**src/rtl/med_log_reader.sv**
```systemverilog
// med_log_reader: medication event log FIFO, drained oldest-first as UART
// frames (8N1, LSB first) on tx when a dump is requested.
// Ports: clk, rst_n (async, active-low); log_valid/log_data/log_ready write
//   side; dump_req starts a dump; tx serial out (idle high); busy during a
//   dump; entry_count stored entries; overflow sticky drop flag.
// Build option: define MED_LOG_PARITY_EN to add an even parity bit per frame.
module med_log_reader #(
    parameter int DEPTH        = 16,
    parameter int DATA_W       = 8,
    parameter int CLKS_PER_BIT = 16
) (
    input  logic                     clk,
    input  logic                     rst_n,
    input  logic                     log_valid,
    input  logic [DATA_W-1:0]        log_data,
    output logic                     log_ready,
    input  logic                     dump_req,
    output logic                     tx,
    output logic                     busy,
    output logic [$clog2(DEPTH):0]   entry_count,
    output logic                     overflow
);

    localparam int PW = $clog2(DEPTH);
    localparam int CW = PW + 1;
    localparam int BW = $clog2(CLKS_PER_BIT);
    localparam int NW = $clog2(DATA_W + 1);

    localparam logic [CW-1:0] FULL     = CW'(DEPTH);
    localparam logic [BW-1:0] BAUD_END = BW'(CLKS_PER_BIT - 1);
    localparam logic [NW-1:0] BIT_END  = NW'(DATA_W - 1);

    typedef enum logic [2:0] {
        IDLE,
        LOAD,
        START,
        DATA,
`ifdef MED_LOG_PARITY_EN
        PARITY,
`endif
        STOP
    } state_t;

    state_t              state;
    logic [DATA_W-1:0]   mem [DEPTH];
    logic [PW-1:0]       wr_ptr;
    logic [PW-1:0]       rd_ptr;
    logic [DATA_W-1:0]   shift;
    logic [BW-1:0]       baud;
    logic [NW-1:0]       bit_n;
    logic [CW-1:0]       dump_len;
`ifdef MED_LOG_PARITY_EN
    logic                par;
`endif

    logic wr_en;
    logic drop;
    logic pop;
    logic accept;

    assign log_ready = (entry_count != FULL);
    assign wr_en     = log_valid && log_ready;
    assign drop      = log_valid && !log_ready;
    assign pop       = (state == LOAD);
    assign accept    = (state == IDLE) && dump_req
                       && (entry_count != '0);

    // Storage carries no reset; emptiness is tracked by the count.
    always_ff @(posedge clk) begin
        if (wr_en) begin
            mem[wr_ptr] <= log_data;
        end
    end

    always_ff @(posedge clk or negedge rst_n) begin
        if (!rst_n) begin
            wr_ptr      <= '0;
            rd_ptr      <= '0;
            entry_count <= '0;
        end else begin
            if (wr_en) begin
                wr_ptr <= wr_ptr + PW'(1);
            end
            if (pop) begin
                rd_ptr <= rd_ptr + PW'(1);
            end
            case ({wr_en, pop})
                2'b10:   entry_count <= entry_count + CW'(1);
                2'b01:   entry_count <= entry_count - CW'(1);
                default: entry_count <= entry_count;
            endcase
        end
    end

    // A drop in the same cycle as an accepted dump keeps the flag set.
    always_ff @(posedge clk or negedge rst_n) begin
        if (!rst_n) begin
            overflow <= 1'b0;
        end else if (drop) begin
            overflow <= 1'b1;
        end else if (accept) begin
            overflow <= 1'b0;
        end
    end

    // dump_len is latched at accept so later writes wait for the next dump.
    always_ff @(posedge clk or negedge rst_n) begin
        if (!rst_n) begin
            state    <= IDLE;
            busy     <= 1'b0;
            tx       <= 1'b1;
            shift    <= '0;
            baud     <= '0;
            bit_n    <= '0;
            dump_len <= '0;
`ifdef MED_LOG_PARITY_EN
            par      <= 1'b0;
`endif
        end else begin
            unique case (state)
                IDLE: begin
                    if (accept) begin
                        busy     <= 1'b1;
                        dump_len <= entry_count;
                        baud     <= '0;
                        bit_n    <= '0;
                        state    <= LOAD;
                    end
                end
                LOAD: begin
                    shift    <= mem[rd_ptr];
`ifdef MED_LOG_PARITY_EN
                    par      <= ^mem[rd_ptr];
`endif
                    dump_len <= dump_len - CW'(1);
                    tx       <= 1'b0;
                    baud     <= '0;
                    bit_n    <= '0;
                    state    <= START;
                end
                START: begin
                    if (baud == BAUD_END) begin
                        baud  <= '0;
                        bit_n <= '0;
                        tx    <= shift[0];
                        state <= DATA;
                    end else begin
                        baud <= baud + BW'(1);
                    end
                end
                DATA: begin
                    if (baud == BAUD_END) begin
                        baud <= '0;
                        if (bit_n == BIT_END) begin
                            bit_n <= '0;
`ifdef MED_LOG_PARITY_EN
                            tx    <= par;
                            state <= PARITY;
`else
                            tx    <= 1'b1;
                            state <= STOP;
`endif
                        end else begin
                            shift <= shift >> 1;
                            tx    <= shift[1];
                            bit_n <= bit_n + NW'(1);
                        end
                    end else begin
                        baud <= baud + BW'(1);
                    end
                end
`ifdef MED_LOG_PARITY_EN
                PARITY: begin
                    if (baud == BAUD_END) begin
                        baud  <= '0;
                        bit_n <= '0;
                        tx    <= 1'b1;
                        state <= STOP;
                    end else begin
                        baud <= baud + BW'(1);
                    end
                end
`endif
                STOP: begin
                    if (baud == BAUD_END) begin
                        baud  <= '0;
                        bit_n <= '0;
                        if (dump_len != '0) begin
                            state <= LOAD;
                        end else begin
                            busy  <= 1'b0;
                            state <= IDLE;
                        end
                    end else begin
                        baud <= baud + BW'(1);
                    end
                end
                default: begin
                    tx    <= 1'b1;
                    busy  <= 1'b0;
                    state <= IDLE;
                end
            endcase
        end
    end

endmodule
```
**config.mk**
```make
export PLATFORM = sky130hd
export DESIGN_NAME = med_log_reader
export DESIGN_NICKNAME = d
export VERILOG_FILES = /design/src/rtl/med_log_reader.sv
export SDC_FILE = /design/constraint.sdc
export NUM_CORES = 1
export LEC_CHECK = 0
export CAP_MARGIN = 10
export CORE_UTILIZATION = 30
export DETAILED_ROUTE_END_ITERATION = 8
export HOLD_SLACK_MARGIN = 0.03
export SKIP_LAST_GASP = 1
export SYNTH_ARGS = -nofsm -noshare
export SYNTH_HDL_FRONTEND = slang
export SYNTH_SLANG_ARGS = --single-unit
```
**constraint.sdc**
```tcl
create_clock -name clk -period 2.7 [get_ports clk]
set_clock_uncertainty 0.2 [all_clocks]
set_input_delay 0.405 -clock clk [delete_from_list [all_inputs] [get_ports clk]]
set_output_delay 0.405 -clock clk [all_outputs]
set_load 0.02 [all_outputs]
```
== After elaboration in Yosys (flattened, before gate mapping) ==
Memory sizes are Yosys's and may differ from the RTL's.
Index checks and enable logic that the tools add are counted.
Operators by class
  $add $sub $neg: 7
  equal/unequal tests: 17
  multiplexer cells: 32
  bitwise operators: 2
  reductions and logical operators: 25
Operator list (count)
  two-way mux 4 bit: 5
  one-hot mux 5 bit (2 select lines): 2
  adder 4 x 1 -> 4 bit (second input constant): 4
  two-way mux 8 bit: 2
  one-hot mux 4 bit (4 select lines): 1
  one-hot mux 8 bit (2 select lines): 1
  two-way mux 3 bit: 5
  one-hot mux 3 bit (5 select lines): 1
  != test 2 bit (second input constant): 7
  one-hot mux 4 bit (3 select lines): 1
  two-way mux 1 bit: 11
  nonzero test 5 bit: 2
  subtractor 5 x 1 -> 5 bit (second input constant): 2
  AND reduction 4 bit: 2
  nonzero test 2 bit: 4
  == test 3 x 2 -> 1 bit (second input constant): 2
  AND reduction 3 bit: 2
  OR reduction 3 bit: 2
  adder 5 x 1 -> 5 bit (second input constant): 1
  two-way mux 5 bit: 1
  != test 5 bit (second input constant): 1
  AND reduction 5 bit: 1
  == test 4 x 3 -> 1 bit (second input constant): 1
  == test 4 bit (second input constant): 1
  15 further kinds: 21
Storage, ports and cells
  register bits after elaboration: 40
  bits in writable memories: 128
  input bits: 12
  logic and storage cells: 95
  memories: 1
Memory list
  mem: depth 16, bits a word 8, rd ports 1, clocked after Yosys merged registers in 0, write ports 1, RTL line 45  | logic [DATA_W-1:0] mem [DEPTH];

== Logic depth before layout (Yosys ltp) ==
  word-level depth: 5
  depth in mapped cells: 15
  gate-level depth less buffers: 12

== Least setup slack after synthesis ==
No wires, ideal clock.
  path kind: flip-flop to flip-flop
  from: reg entry_count[2]
  to: reg entry_count[4]
  library setup time: 79 ps
  arrival: 3012 ps
  required time: 2421 ps
  slack: -591 ps
  stages on the path, launching flop included: 16
  cells stage by stage: dfrtp_1 -> buf_6 -> nor4_1 -> nand2_1 -> and2_1 -> clkbuf_1 -> inv_1 -> ha_1 -> clkbuf_1 -> xor2_1 -> ha_1 -> a21o_1 -> nand2_1 -> a21o_1 -> a31oi_1 -> xor2_1
On the way
  cells in the longest elaborated chain, start to end: 4
  elaborated cells between the ends (all ways): 8
Ends and longest elaborated chain
  start, declared: RTL line 20  | output logic [$clog2(DEPTH):0] entry_count,
  start signal, assigned: RTL line 88  | 2'b10: entry_count <= entry_count + CW'(1);
  start signal, assigned: RTL line 89  | 2'b01: entry_count <= entry_count - CW'(1);
  start signal, assigned: RTL line 90  | default: entry_count <= entry_count;
  != test 5 bit (*): RTL line 61  | assign log_ready = (entry_count != FULL);
  via log_ready: RTL line 16  | output logic log_ready,
  logical AND 1 bit (*): RTL line 62  | assign wr_en = log_valid && log_ready;
  == test 2 x 1 -> 1 bit / == test 2 bit (equally long branches): RTL line 87  | case ({wr_en, pop})
  one-hot mux 5 bit (2 select lines) / nonzero test 2 bit (equally long branches)
The timed path passes the listed nets; every way through them passes the cells marked *.
A chain may end at the register's enable or synchronous reset.

== Worst setup path after layout ==
  from: reg entry_count[3]
  to: reg entry_count[4]
On the way
  cells in the longest elaborated chain, start to end: 4
  elaborated cells between the ends (all ways): 8
Ends and longest elaborated chain
  branches (longest 4 deep; another with subtractor 5 x 1 -> 5 bit)
Parallel ways; which one is timed is not known.

==> impl_metrics.tcl <==
set metrics [dict create \
    outcome "finished clean" \
    vias 4090 \
    fin_crit_ps 2490 \
    synth_warnings 0 \
    cts.sinks 168 \
    clock_latency_ps 420 \
    timing.hold.ws_ps 289 \
    mostFrequentLayoutCell "edfxtp_1" \
    slew_headroom 0.371 \
    cts_htree_levels 4 \
    io_buffers 20 \
    grt_max_degree 41 \
    worst_pin_slew_ps 943 \
    place_ws_ps 168 \
    avgViaCountPerCell 4.83 \
    start_util 0.305 \
    die_y_um 157 \
    hold_path.class "flop to flop" \
    cp_max_fo 4 \
    synth-main-ff-cell "edfxtp_1" \
    drc 0 \
    ys_ff_latch 168 \
    finalSetupViolCount 0 \
    grt_first_pass_wirelength_um 23300 \
    final_nets 538 \
    core_area_um2 23500 \
    clock_path_buffers 2 \
    drv_slew 0 \
    grt_overflow 0 \
    gp_congestion 0.764 \
    rsz0062_at_grt "false" \
    post_dp_cell_area_um2 7930 \
    cap_violations 0 \
    final_cell_mix "edfxtp_1 (128), nor2_1 (38), dfrtp_1 (36)" \
    drtIter0Drc 236 \
    cp.arrival_ps 2630 \
    crit_path_start_kind "flop" \
    cp.required_ps 2840 \
    hpwl_um 9450 \
    clk_pin_slew_ps 70 \
    setup_slack_ps 212 \
    worst_setup_path_end_kind "flop" \
    drive_above_1_share 0.211 \
    postCtsSetupRepairBufs 0 \
    fin_cells 846 \
    n_antenna_cell 0 \
    finalHoldViolCount 0 \
    p_leak_nw 2.96 \
    track_usage 0.129 \
    netlist_instances 474 \
    area_delta_synth_final_pct 19.2 \
    die_area_um2 24500 \
    dp.cells 813 \
    grt_pass1_vias 4265 \
    syn_nets 498 \
    cts-root-buf "clkbuf_16" \
    syn_avg_cell_area_um2 15.1 \
    tns_ps 0 \
    worstSetupPathType "flop to flop" \
    fmax_mhz 402 \
    cts_made_buffers 17 \
    num_io_pins 21 \
    die_x_um 157 \
    first_pass_iters 5 \
    wl_um 14700 \
    antenna_found_initial 0 \
    power.density_nw_per_um2 989 \
    cts_tree "done" \
    final_core_util 0.364 \
    drtAntennaViolNets 0 \
    stdcell_area_um2 8550 \
    synth_cell_types 51 \
    wl_per_cell_um 17.4 \
    fp-row-count 56 \
    fin_crit_sh 0.921 \
    yosysSeqAreaShare 0.676 \
    synth-edff-count 128 \
    peakVddDrop_uv 400 \
    total_power_mw 8.45 \
    async_reset_ff_frac 0.238 \
    netlist_area_um2 7170 \
]
[critical path, stage by stage, from the launching register on]
cell and delay, ps:
dfrtp_1 410, nor4_4 330, nand2_2 90, and2_4 150, inv_2 60, ha_2 180
xor2_1 140, ha_2 220, a21o_1 120, nand2_1 50, a21o_1 150, a31oi_1 160
xor2_1 150
[power breakdown]
| part | leakage [nW] | internal (mW) | switching [mW] |
|---|---|---|---|
| sequential | 1.63 | 3.25 | 0.327 |
| combinational | 1.03 | 1.10 | 1.23 |
| clock | 0.300 | 1.49 | 1.06 |
[flip-flops by register name (all words and copies together), names as in the netlist]
signal,count
baud,4
bit_n,4
busy,1
dump_len,5
entry_count,5
mem,128
overflow,1
rd_ptr,4
shift,8
state,3
tx,1
wr_ptr,4
[layer usage]
layer / vias up / global-route usage / part of all wire
met1: 2112 / 0.169 / 0.45
li1: 1895 / - / -
met4: 0 / 0.0313 / 0.0046
met2: 79 / 0.210 / 0.50
met3: 4 / 0.0352 / 0.043
met5: - / 0 / 0
[final cells by class]
type | count | area [µm²]
Fill cell | 2222 | 14900
Sequential cell | 168 | 4850
Multi-Input combinational cell | 266 | 2180
Timing Repair Buffer | 50 | 460
Clock buffer | 18 | 429
Tap cell | 319 | 399
Clock inverter | 14 | 184
Inverter | 11 | 41.3
[final timing paths]
| check | from | endpoint | slack [ps] | cells past startpoint |
|---|---|---|---|---|
| max | entry_count[3] | entry_count[4] | 210 | 12 |
| min | dump_len[4] | dump_len[4] | 290 | 1 |
| max reg2reg | entry_count[3] | entry_count[4] | 210 | 12 |
| min reg2reg | dump_len[4] | dump_len[4] | 290 | 1 |
| max in group asynchronous | rst_n | entry_count[2] | 1180 | 2 |
| min in group asynchronous | rst_n | baud[1] | 470 | 2 |
[cell usage after synthesis, drive strengths merged, types with 2 or more instances]
cell type	count	area [µm²]
a22oi	16	120
o21ai	18	90.1
and3	2	12.5
edfxtp	128	3840
dfrtp	39	976
nor2b	4	25.0
nand2b	3	18.8
ha	12	150
inv	10	37.5
o22ai	2	12.5
a221o	2	20.0
mux4	32	721
mux2	4	45.0
buf	10	52.6
nand2	32	120
a21o	5	37.5
mux2i	2	20.0
nor2	38	143
a21oi	29	156
nand3	11	55.1
nor3	8	40.0
clkbuf	19	71.3
nand4	3	18.8
xnor2	8	70.1
and2	7	43.8
o211ai	2	15.0
nor4	4	25.0
xor2	5	43.8
[kinds of logic after synthesis]
logic type,Yosys count,share of synthesized area
adders and majority gates,12,0.0209
buffers and inverters,40,0.0230
and+or+nand+nor,118,0.0770
muxes,38,0.110
xor gates and xnor gates,13,0.0159
AOI/OAI and AO/OA,85,0.0778
DFF,168,0.676
[timing repair]
item | in CTS | in global routing
endpoints found under the hold margin | 39 | 0
setup endpoints to repair | 0 | 1
hold buffers | 1 | 0
resized for setup | 0 | 1
No activity file was read; power rests on OpenSTA's default activity.
